`src/rtl/riscv_decode_stage.sv`:
```
// riscv_decode_stage
//   RV32I instruction-decode stage. Holds the 32 x XLEN architectural register
//   file, decodes one instruction per cycle, builds the sign-extended immediate
//   and a packed 19-bit control bundle, and registers everything into the ID/EX
//   boundary (1-cycle latency, no stall). The WB stage writes the register file.
//
// Ports
//   clk, reset_n          rising-edge clock, asynchronous active-low reset
//   instruction, pc_in    instruction word and its PC from fetch
//   write_en/_id/_data    register-file write port from WB (x0 writes ignored)
//   reg_rd_id             destination register (0 when the insn writes nothing)
//   read_data1/2          rs1 / rs2 values
//   immediate_data        sign-extended immediate
//   pc_out                pc_in delayed by one cycle
//   instruction_illegal   unsupported or malformed encoding (control forced to 0)
//   control_signals       {use_pc, funct3, is_jalr, is_jump, is_branch,
//                          mem_to_reg, reg_write, mem_write, mem_read,
//                          alu_src_imm, enc[2:0], alu_op[3:0]}
//
// Build option
//   WB_BYPASS_EN  when defined, a same-cycle WB write to rs1/rs2 is forwarded
//                 into read_data1/2; otherwise the pre-write value is captured.
module riscv_decode_stage #(
    parameter int XLEN  = 32,
    parameter int NREGS = 32
) (
    input  logic            clk,
    input  logic            reset_n,
    input  logic [31:0]     instruction,
    input  logic [XLEN-1:0] pc_in,
    input  logic            write_en,
    input  logic [4:0]      write_id,
    input  logic [XLEN-1:0] write_data,
    output logic [4:0]      reg_rd_id,
    output logic [XLEN-1:0] read_data1,
    output logic [XLEN-1:0] read_data2,
    output logic [XLEN-1:0] immediate_data,
    output logic [XLEN-1:0] pc_out,
    output logic            instruction_illegal,
    output logic [18:0]     control_signals
);

    localparam logic [6:0] OPC_OP     = 7'b0110011;
    localparam logic [6:0] OPC_OP_IMM = 7'b0010011;
    localparam logic [6:0] OPC_LOAD   = 7'b0000011;
    localparam logic [6:0] OPC_STORE  = 7'b0100011;
    localparam logic [6:0] OPC_BRANCH = 7'b1100011;
    localparam logic [6:0] OPC_JAL    = 7'b1101111;
    localparam logic [6:0] OPC_JALR   = 7'b1100111;
    localparam logic [6:0] OPC_LUI    = 7'b0110111;
    localparam logic [6:0] OPC_AUIPC  = 7'b0010111;

    localparam logic [3:0] ALU_ADD   = 4'd0;
    localparam logic [3:0] ALU_SUB   = 4'd1;
    localparam logic [3:0] ALU_SRA   = 4'd9;
    localparam logic [3:0] ALU_PASSB = 4'd10;

    localparam logic [2:0] ENC_R = 3'd0;
    localparam logic [2:0] ENC_I = 3'd1;
    localparam logic [2:0] ENC_S = 3'd2;
    localparam logic [2:0] ENC_B = 3'd3;
    localparam logic [2:0] ENC_U = 3'd4;
    localparam logic [2:0] ENC_J = 3'd5;

    // ALU operation selected by funct3 alone (funct7 = 0 variants).
    function automatic logic [3:0] base_alu(input logic [2:0] f3);
        logic [3:0] op;
        case (f3)
            3'b000:  op = 4'd0;  // ADD
            3'b001:  op = 4'd7;  // SLL
            3'b010:  op = 4'd5;  // SLT
            3'b011:  op = 4'd6;  // SLTU
            3'b100:  op = 4'd4;  // XOR
            3'b101:  op = 4'd8;  // SRL
            3'b110:  op = 4'd3;  // OR
            3'b111:  op = 4'd2;  // AND
            default: op = 4'd0;
        endcase
        return op;
    endfunction

    logic [XLEN-1:0] regs_r [NREGS];

    logic [6:0] opcode_s, funct7_s;
    logic [2:0] funct3_s;
    logic [4:0] rs1_s, rs2_s, rd_s;

    logic [3:0] alu_op_s;
    logic [2:0] enc_s;
    logic alu_src_imm_s, mem_read_s, mem_write_s, reg_write_s, mem_to_reg_s;
    logic is_branch_s, is_jump_s, is_jalr_s, use_pc_s, illegal_s;
    logic [XLEN-1:0] imm_s, rdata1_s, rdata2_s;
    logic [18:0] ctrl_s;
    logic [4:0]  rd_final_s;

    assign opcode_s = instruction[6:0];
    assign rd_s     = instruction[11:7];
    assign funct3_s = instruction[14:12];
    assign rs1_s    = instruction[19:15];
    assign rs2_s    = instruction[24:20];
    assign funct7_s = instruction[31:25];

    // Main opcode decode: control fields and legality.
    always_comb begin
        alu_op_s      = ALU_ADD;
        enc_s         = ENC_R;
        alu_src_imm_s = 1'b0;
        mem_read_s    = 1'b0;
        mem_write_s   = 1'b0;
        reg_write_s   = 1'b0;
        mem_to_reg_s  = 1'b0;
        is_branch_s   = 1'b0;
        is_jump_s     = 1'b0;
        is_jalr_s     = 1'b0;
        use_pc_s      = 1'b0;
        illegal_s     = 1'b0;
        case (opcode_s)
            OPC_OP: begin
                enc_s       = ENC_R;
                reg_write_s = 1'b1;
                case (funct7_s)
                    7'b0000000: alu_op_s = base_alu(funct3_s);
                    7'b0100000: begin
                        if (funct3_s == 3'b000) begin
                            alu_op_s = ALU_SUB;
                        end else if (funct3_s == 3'b101) begin
                            alu_op_s = ALU_SRA;
                        end else begin
                            illegal_s = 1'b1;
                        end
                    end
                    default: illegal_s = 1'b1;
                endcase
            end
            OPC_OP_IMM: begin
                enc_s         = ENC_I;
                alu_src_imm_s = 1'b1;
                reg_write_s   = 1'b1;
                alu_op_s      = base_alu(funct3_s);
                // Only the shift-immediates constrain the upper bits.
                if (funct3_s == 3'b001) begin
                    illegal_s = (funct7_s != 7'b0000000);
                end else if (funct3_s == 3'b101) begin
                    if (funct7_s == 7'b0100000) begin
                        alu_op_s = ALU_SRA;
                    end else begin
                        illegal_s = (funct7_s != 7'b0000000);
                    end
                end else begin
                    illegal_s = 1'b0;
                end
            end
            OPC_LOAD: begin
                enc_s         = ENC_I;
                alu_src_imm_s = 1'b1;
                mem_read_s    = 1'b1;
                reg_write_s   = 1'b1;
                mem_to_reg_s  = 1'b1;
                illegal_s     = (funct3_s == 3'b011) || (funct3_s == 3'b110) ||
                                (funct3_s == 3'b111);
            end
            OPC_STORE: begin
                enc_s         = ENC_S;
                alu_src_imm_s = 1'b1;
                mem_write_s   = 1'b1;
                illegal_s     = (funct3_s[2] == 1'b1) || (funct3_s == 3'b011);
            end
            OPC_BRANCH: begin
                enc_s       = ENC_B;
                alu_op_s    = ALU_SUB;
                is_branch_s = 1'b1;
                illegal_s   = (funct3_s == 3'b010) || (funct3_s == 3'b011);
            end
            OPC_JAL: begin
                enc_s       = ENC_J;
                is_jump_s   = 1'b1;
                reg_write_s = 1'b1;
                use_pc_s    = 1'b1;
            end
            OPC_JALR: begin
                enc_s         = ENC_I;
                is_jump_s     = 1'b1;
                is_jalr_s     = 1'b1;
                reg_write_s   = 1'b1;
                alu_src_imm_s = 1'b1;
                illegal_s     = (funct3_s != 3'b000);
            end
            OPC_LUI: begin
                enc_s         = ENC_U;
                alu_op_s      = ALU_PASSB;
                alu_src_imm_s = 1'b1;
                reg_write_s   = 1'b1;
            end
            OPC_AUIPC: begin
                enc_s         = ENC_U;
                alu_src_imm_s = 1'b1;
                use_pc_s      = 1'b1;
                reg_write_s   = 1'b1;
            end
            default: illegal_s = 1'b1;
        endcase
    end

    // Immediate generation; depends only on the opcode format, so it still
    // updates for an instruction flagged illegal by a funct field.
    always_comb begin
        imm_s = '0;
        case (opcode_s)
            OPC_OP_IMM, OPC_LOAD, OPC_JALR:
                imm_s = {{20{instruction[31]}}, instruction[31:20]};
            OPC_STORE:
                imm_s = {{20{instruction[31]}}, instruction[31:25], instruction[11:7]};
            OPC_BRANCH:
                imm_s = {{19{instruction[31]}}, instruction[31], instruction[7],
                         instruction[30:25], instruction[11:8], 1'b0};
            OPC_LUI, OPC_AUIPC:
                imm_s = {instruction[31:12], 12'h000};
            OPC_JAL:
                imm_s = {{11{instruction[31]}}, instruction[31], instruction[19:12],
                         instruction[20], instruction[30:21], 1'b0};
            default: imm_s = '0;
        endcase
    end

    // Pack the bundle; an illegal instruction becomes a NOP with no destination.
    always_comb begin
        ctrl_s     = '0;
        rd_final_s = 5'd0;
        if (illegal_s) begin
            ctrl_s     = 19'd0;
            rd_final_s = 5'd0;
        end else begin
            ctrl_s = {use_pc_s, funct3_s, is_jalr_s, is_jump_s, is_branch_s,
                      mem_to_reg_s, reg_write_s, mem_write_s, mem_read_s,
                      alu_src_imm_s, enc_s, alu_op_s};
            rd_final_s = reg_write_s ? rd_s : 5'd0;
        end
    end

    // Register-file read ports (x0 hard-wired to zero).
    always_comb begin
        rdata1_s = (rs1_s == 5'd0) ? '0 : regs_r[rs1_s];
        rdata2_s = (rs2_s == 5'd0) ? '0 : regs_r[rs2_s];
`ifdef WB_BYPASS_EN
        if (write_en && (write_id != 5'd0) && (write_id == rs1_s)) begin
            rdata1_s = write_data;
        end else begin
            rdata1_s = rdata1_s;
        end
        if (write_en && (write_id != 5'd0) && (write_id == rs2_s)) begin
            rdata2_s = write_data;
        end else begin
            rdata2_s = rdata2_s;
        end
`endif
    end

    // Register-file write port from WB.
    always_ff @(posedge clk or negedge reset_n) begin
        if (!reset_n) begin
            for (int i = 0; i < NREGS; i++) begin
                regs_r[i] <= '0;
            end
        end else if (write_en && (write_id != 5'd0)) begin
            regs_r[write_id] <= write_data;
        end
    end

    // ID/EX boundary registers.
    always_ff @(posedge clk or negedge reset_n) begin
        if (!reset_n) begin
            reg_rd_id           <= 5'd0;
            read_data1          <= '0;
            read_data2          <= '0;
            immediate_data      <= '0;
            pc_out              <= '0;
            instruction_illegal <= 1'b0;
            control_signals     <= 19'd0;
        end else begin
            reg_rd_id           <= rd_final_s;
            read_data1          <= rdata1_s;
            read_data2          <= rdata2_s;
            immediate_data      <= imm_s;
            pc_out              <= pc_in;
            instruction_illegal <= illegal_s;
            control_signals     <= ctrl_s;
        end
    end

endmodule

```
`config.mk`:
```
export PLATFORM = sky130hd
export DESIGN_NAME = riscv_decode_stage
export DESIGN_NICKNAME = d
export VERILOG_FILES = /design/src/rtl/riscv_decode_stage.sv
export SDC_FILE = /design/constraint.sdc
export NUM_CORES = 2
export LEC_CHECK = 0
export ABC_AREA = 1
export CAP_MARGIN = 20
export CORE_MARGIN = 1.5
export CORE_UTILIZATION = 40
export CTS_CLUSTER_SIZE = 24
export DETAILED_ROUTE_END_ITERATION = 10
export PLACE_DENSITY = 0.53
export SETUP_SLACK_MARGIN = 0.1
export SLEW_MARGIN = 20
export SYNTH_ARGS = -nofsm -noshare
export SYNTH_HDL_FRONTEND = slang
export SYNTH_SLANG_ARGS = --single-unit
```
`constraint.sdc`:
```
create_clock -name clk -period 1.9 [get_ports clk]
set_input_delay 0.475 -clock clk [delete_from_list [all_inputs] [get_ports clk]]
set_output_delay 0.475 -clock clk [all_outputs]
set_load 0.02 [all_outputs]
```
==> flow_summary.yaml <==
run_status:
  outcome: "complete, but fails checks"
  failed_checks: "negative setup slack"
setup_path:
  timing.reg2reg.setup_slack_ns: 0.38
  worstSetupPathType: "register to output port"
  reg2regPathDepth: 7
  worstReg2RegEnd: "read_data1[4]$_DFF_PN0_"
  worst-endpoint-required_ns: 1.42
  startpoint_type_of_the_worst_setup_path: "register"
  cp_data_arrival_time_ns: 1.47
  worst_flop_to_flop_path_startpoint: "regs_r[804]$_DFFE_PN0P_"
  critPathCaptureType: "output port"
  cp_max_fo: 1
min_path:
  timing.hold.worst.start: "pc_in[15]"
  hp-class: "input port to register"
  holdPathStages: 1
  timing.hold.worst_endpoint: "pc_out[15]$_DFF_PN0_"
drt:
  first_iter_violations: 7806
  drcViolationCount: 0
  detail-route-antenna-nets: 0
  via_per_inst: 5.59
  via_count: 62223
  route.detailed.wl_per_inst_um: 23.4
  drt-pass1-iter-count: 6
  routed_wl_um: 260000
logic_synthesis:
  number_of_nets_produced_by_synthesis: 8730
  synth_largest_type_area_fraction: 0.481
  yosys_register_bits: 1176
  synthArstFlopShare: 1.00
  cell_area_synth_mm2: 0.0612
  synthMostInstantiatedCell: "sky130_fd_sc_hd__nand2_1"
  synthesized_area_per_cell_um2: 7.10
  synth_sequential_area_ratio: 0.481
  yosys.cell_types.count: 27
  synth-edff-count: 0
  synthesis.yosys.warnings: 0
  synthCells: 8621
  yosys-top-cells-area: "sky130_fd_sc_hd__dfrtp_1 (48%), sky130_fd_sc_hd__nand2_1 (19%), sky130_fd_sc_hd__o21ai_0 (9.9%)"
  synthTopCellsByCount: "sky130_fd_sc_hd__nand2_1 (3099), sky130_fd_sc_hd__o21ai_0 (1211), sky130_fd_sc_hd__dfrtp_1 (1176), sky130_fd_sc_hd__nand3_1 (1048), sky130_fd_sc_hd__nor2_1 (678)"
  synth_top_flop_cell: "sky130_fd_sc_hd__dfrtp_1"
  top_cell_type_by_total_area_after_synthesis: "sky130_fd_sc_hd__dfrtp_1"
sta:
  layout_min_cycle_time_ns: 1.94
  post-route-period-util: 1.02
  totalNegativeSetupSlack_ns: -0.0698
  finalWorstSetupSlack_ns: -0.0423
  timing.max_slew.rel_slack: 0.422
  fmax_mhz: 515
  largest_clock_skew_in_the_final_design_ns: 0.0241
  grt_setup_unrepaired: "yes"
  finalHoldViolations: 0
  final-setup-viol-count: 4
  slew_violations: 0
  worst-slew-pin-transition_ns: 0.866
clocking:
  htreeDepth: 4
  cts_buffers: 142
  clock_tree_from_tritoncts: "yes"
  max_clock_buf_depth: 3
  insertion_delay_ns: 0.78
  cts.reportedPaths.clkPinSlew_ns: 0.07
  clk_root_buffer_cell: "sky130_fd_sc_hd__clkbuf_16"
  clock_sink_count: 1176
power_and_ir_drop:
  p_total_mw: 74.8
  pwr_density_cell_mw_per_mm2: 973
  total_leakage_power_nw: 36.9
  ir_worst_vdd_mv: 0.911
cells_and_area:
  final_nets: 9096
  post_route_cells_drive_above_1_share: 0.123
  flow.area_growth_from_synthesis_pct: 25.5
place:
  place_worst_setup_slack_ns: -0.410
  gp_congestion: 0.911
  dp_hpwl_um: 171000
  port-buffer-count: 256
grt:
  pin_count_of_the_biggest_net_entering_global_routing: 93
  antenna_found_initial: 12
  global_route.overflow_total: 0
  global_route.usage.total: 0.330
  first_global_vias: 58731
  first_pass_grt_wire_length_um: 389000
floorplanning:
  core-area_mm2: 0.152
  initial_utilization: 0.403
  die-width_um: 394
  dieHeight_um: 394
  design.portCount: 257
  die_area_mm2: 0.155
  placement_rows: 143
job:
  maxCapViolCount: 0
[sequential cells by signal, indices dropped and copies added, names as in the netlist]
name and cells:
read_data1 32, read_data2 32, instruction_illegal 1, control_signals 18, regs_r 1024, pc_out 32, immediate_data 32, reg_rd_id 5
[worst max-delay path, stage by stage (launching register included)]
cell                      delay [ns]
sky130_fd_sc_hd__dfrtp_1        0.40
sky130_fd_sc_hd__buf_12         0.15
sky130_fd_sc_hd__buf_8          0.13
[area by class of cell]
type,instances,area (µm²)
fillers,14721,75000
well taps,2030,2540
flip-flops and latches,1176,29400
multi-input cells,6438,28000
inverters,290,1130
clock buffers,200,4020
diodes,6,15.0
repair buffers,939,11200
clock inverters,44,528
[logic make-up after synthesis]
kind of cell | after synthesis | synth area share
muxes | 1 | 0.000163
DFF | 1176 | 0.481
AOI/OAI and AO/OA | 1572 | 0.132
and+or+nand+nor | 4860 | 0.321
adders and majority gates | 5 | 0.00102
buffers and inverters | 1007 | 0.0650
[cells in the final DEF, fill, tap and decap left out, types with 5 or more instances in the layout]
cell type | netlist | layout
sky130_fd_sc_hd__a21oi_1 | 242 | 242
sky130_fd_sc_hd__and3_1 | 15 | 15
sky130_fd_sc_hd__buf_12 | 0 | 264
sky130_fd_sc_hd__buf_2 | 155 | 8
sky130_fd_sc_hd__buf_4 | 1 | 422
sky130_fd_sc_hd__buf_6 | 0 | 147
sky130_fd_sc_hd__buf_8 | 0 | 5
sky130_fd_sc_hd__bufinv_16 | 0 | 8
sky130_fd_sc_hd__clkbuf_1 | 505 | 37
sky130_fd_sc_hd__clkbuf_16 | 0 | 145
sky130_fd_sc_hd__clkbuf_8 | 0 | 18
sky130_fd_sc_hd__clkdlybuf4s50_1 | 0 | 92
sky130_fd_sc_hd__clkinv_2 | 0 | 22
sky130_fd_sc_hd__dfrtp_1 | 1176 | 1167
sky130_fd_sc_hd__dfrtp_2 | 0 | 9
sky130_fd_sc_hd__diode_2 | 0 | 6
sky130_fd_sc_hd__ha_1 | 5 | 5
sky130_fd_sc_hd__inv_1 | 274 | 272
sky130_fd_sc_hd__inv_2 | 10 | 8
sky130_fd_sc_hd__inv_6 | 0 | 7
sky130_fd_sc_hd__nand2_1 | 3099 | 3075
sky130_fd_sc_hd__nand2_4 | 0 | 20
sky130_fd_sc_hd__nand3_1 | 1048 | 1046
sky130_fd_sc_hd__nor2_1 | 678 | 675
sky130_fd_sc_hd__nor2_4 | 1 | 9
sky130_fd_sc_hd__nor3_2 | 7 | 7
sky130_fd_sc_hd__o211ai_1 | 76 | 76
sky130_fd_sc_hd__o21ai_0 | 1211 | 1211
sky130_fd_sc_hd__o21ai_1 | 40 | 40
[metrics by stage]
step	hold WS (ns)	cell area, µm²	cells	utilization
2_1_floorplan	0.179	61200	8621	-
3_3_place_gp	0.359	72100	10872	0.475
3_5_place_dp	0.360	72100	10872	0.475
4_1_cts	0.0826	76800	11117	0.506
5_1_grt	0.105	76800	11117	0.506
6_report	0.132	76900	11123	0.506
[routing by layer]
layer	vias to the layer above	wire length (µm)	global-route usage
met3	515	26100	0.0609
met4	8	9280	0.117
met5	-	56	0
met1	29808	113000	0.479
met2	3228	112000	0.491
li1	28664	-	-
[timing repair]
| item | in CTS | in global routing |
|---|---|---|
| endpoints found under the setup margin | 153 | 96 |
| hold endpoints to repair | 455 | 0 |
| buffers inserted | 0 | 0 |
| pin swaps | 0 | 0 |
| hold buffers | 1 | 0 |
| gates resized for setup | 930 | 6 |
[power breakdown]
group	internal [mW]	total, mW	switching, mW	leakage (nW)
logic	5.98	14.8	8.78	19.7
registers	29.5	32.8	3.36	14.9
clock network	15.8	27.2	11.4	2.23
[worst max path at each step]
| stage | cells past startpoint | from | slack, ns | endpoint |
|---|---|---|---|---|
| 6_report | 2 | read_data2[16]$_DFF_PN0_ | -0.04 | read_data2[16] |
| 5_1_grt | 2 | read_data2[16]$_DFF_PN0_ | -0.07 | read_data2[16] |
| 4_1_cts | 2 | read_data2[16]$_DFF_PN0_ | -0.09 | read_data2[16] |
| 3_5_place_dp | 10 | instruction[12] | -0.41 | control_signals[14]$_DFF_PN0_ |
| 3_3_place_gp | 12 | instruction[1] | -0.47 | control_signals[1]$_DFF_PN0_ |
| 2_1_floorplan | 11 | instruction[16] | 0.11 | read_data1[8]$_DFF_PN0_ |
Note: power is estimated with default switching activity, not from simulation.
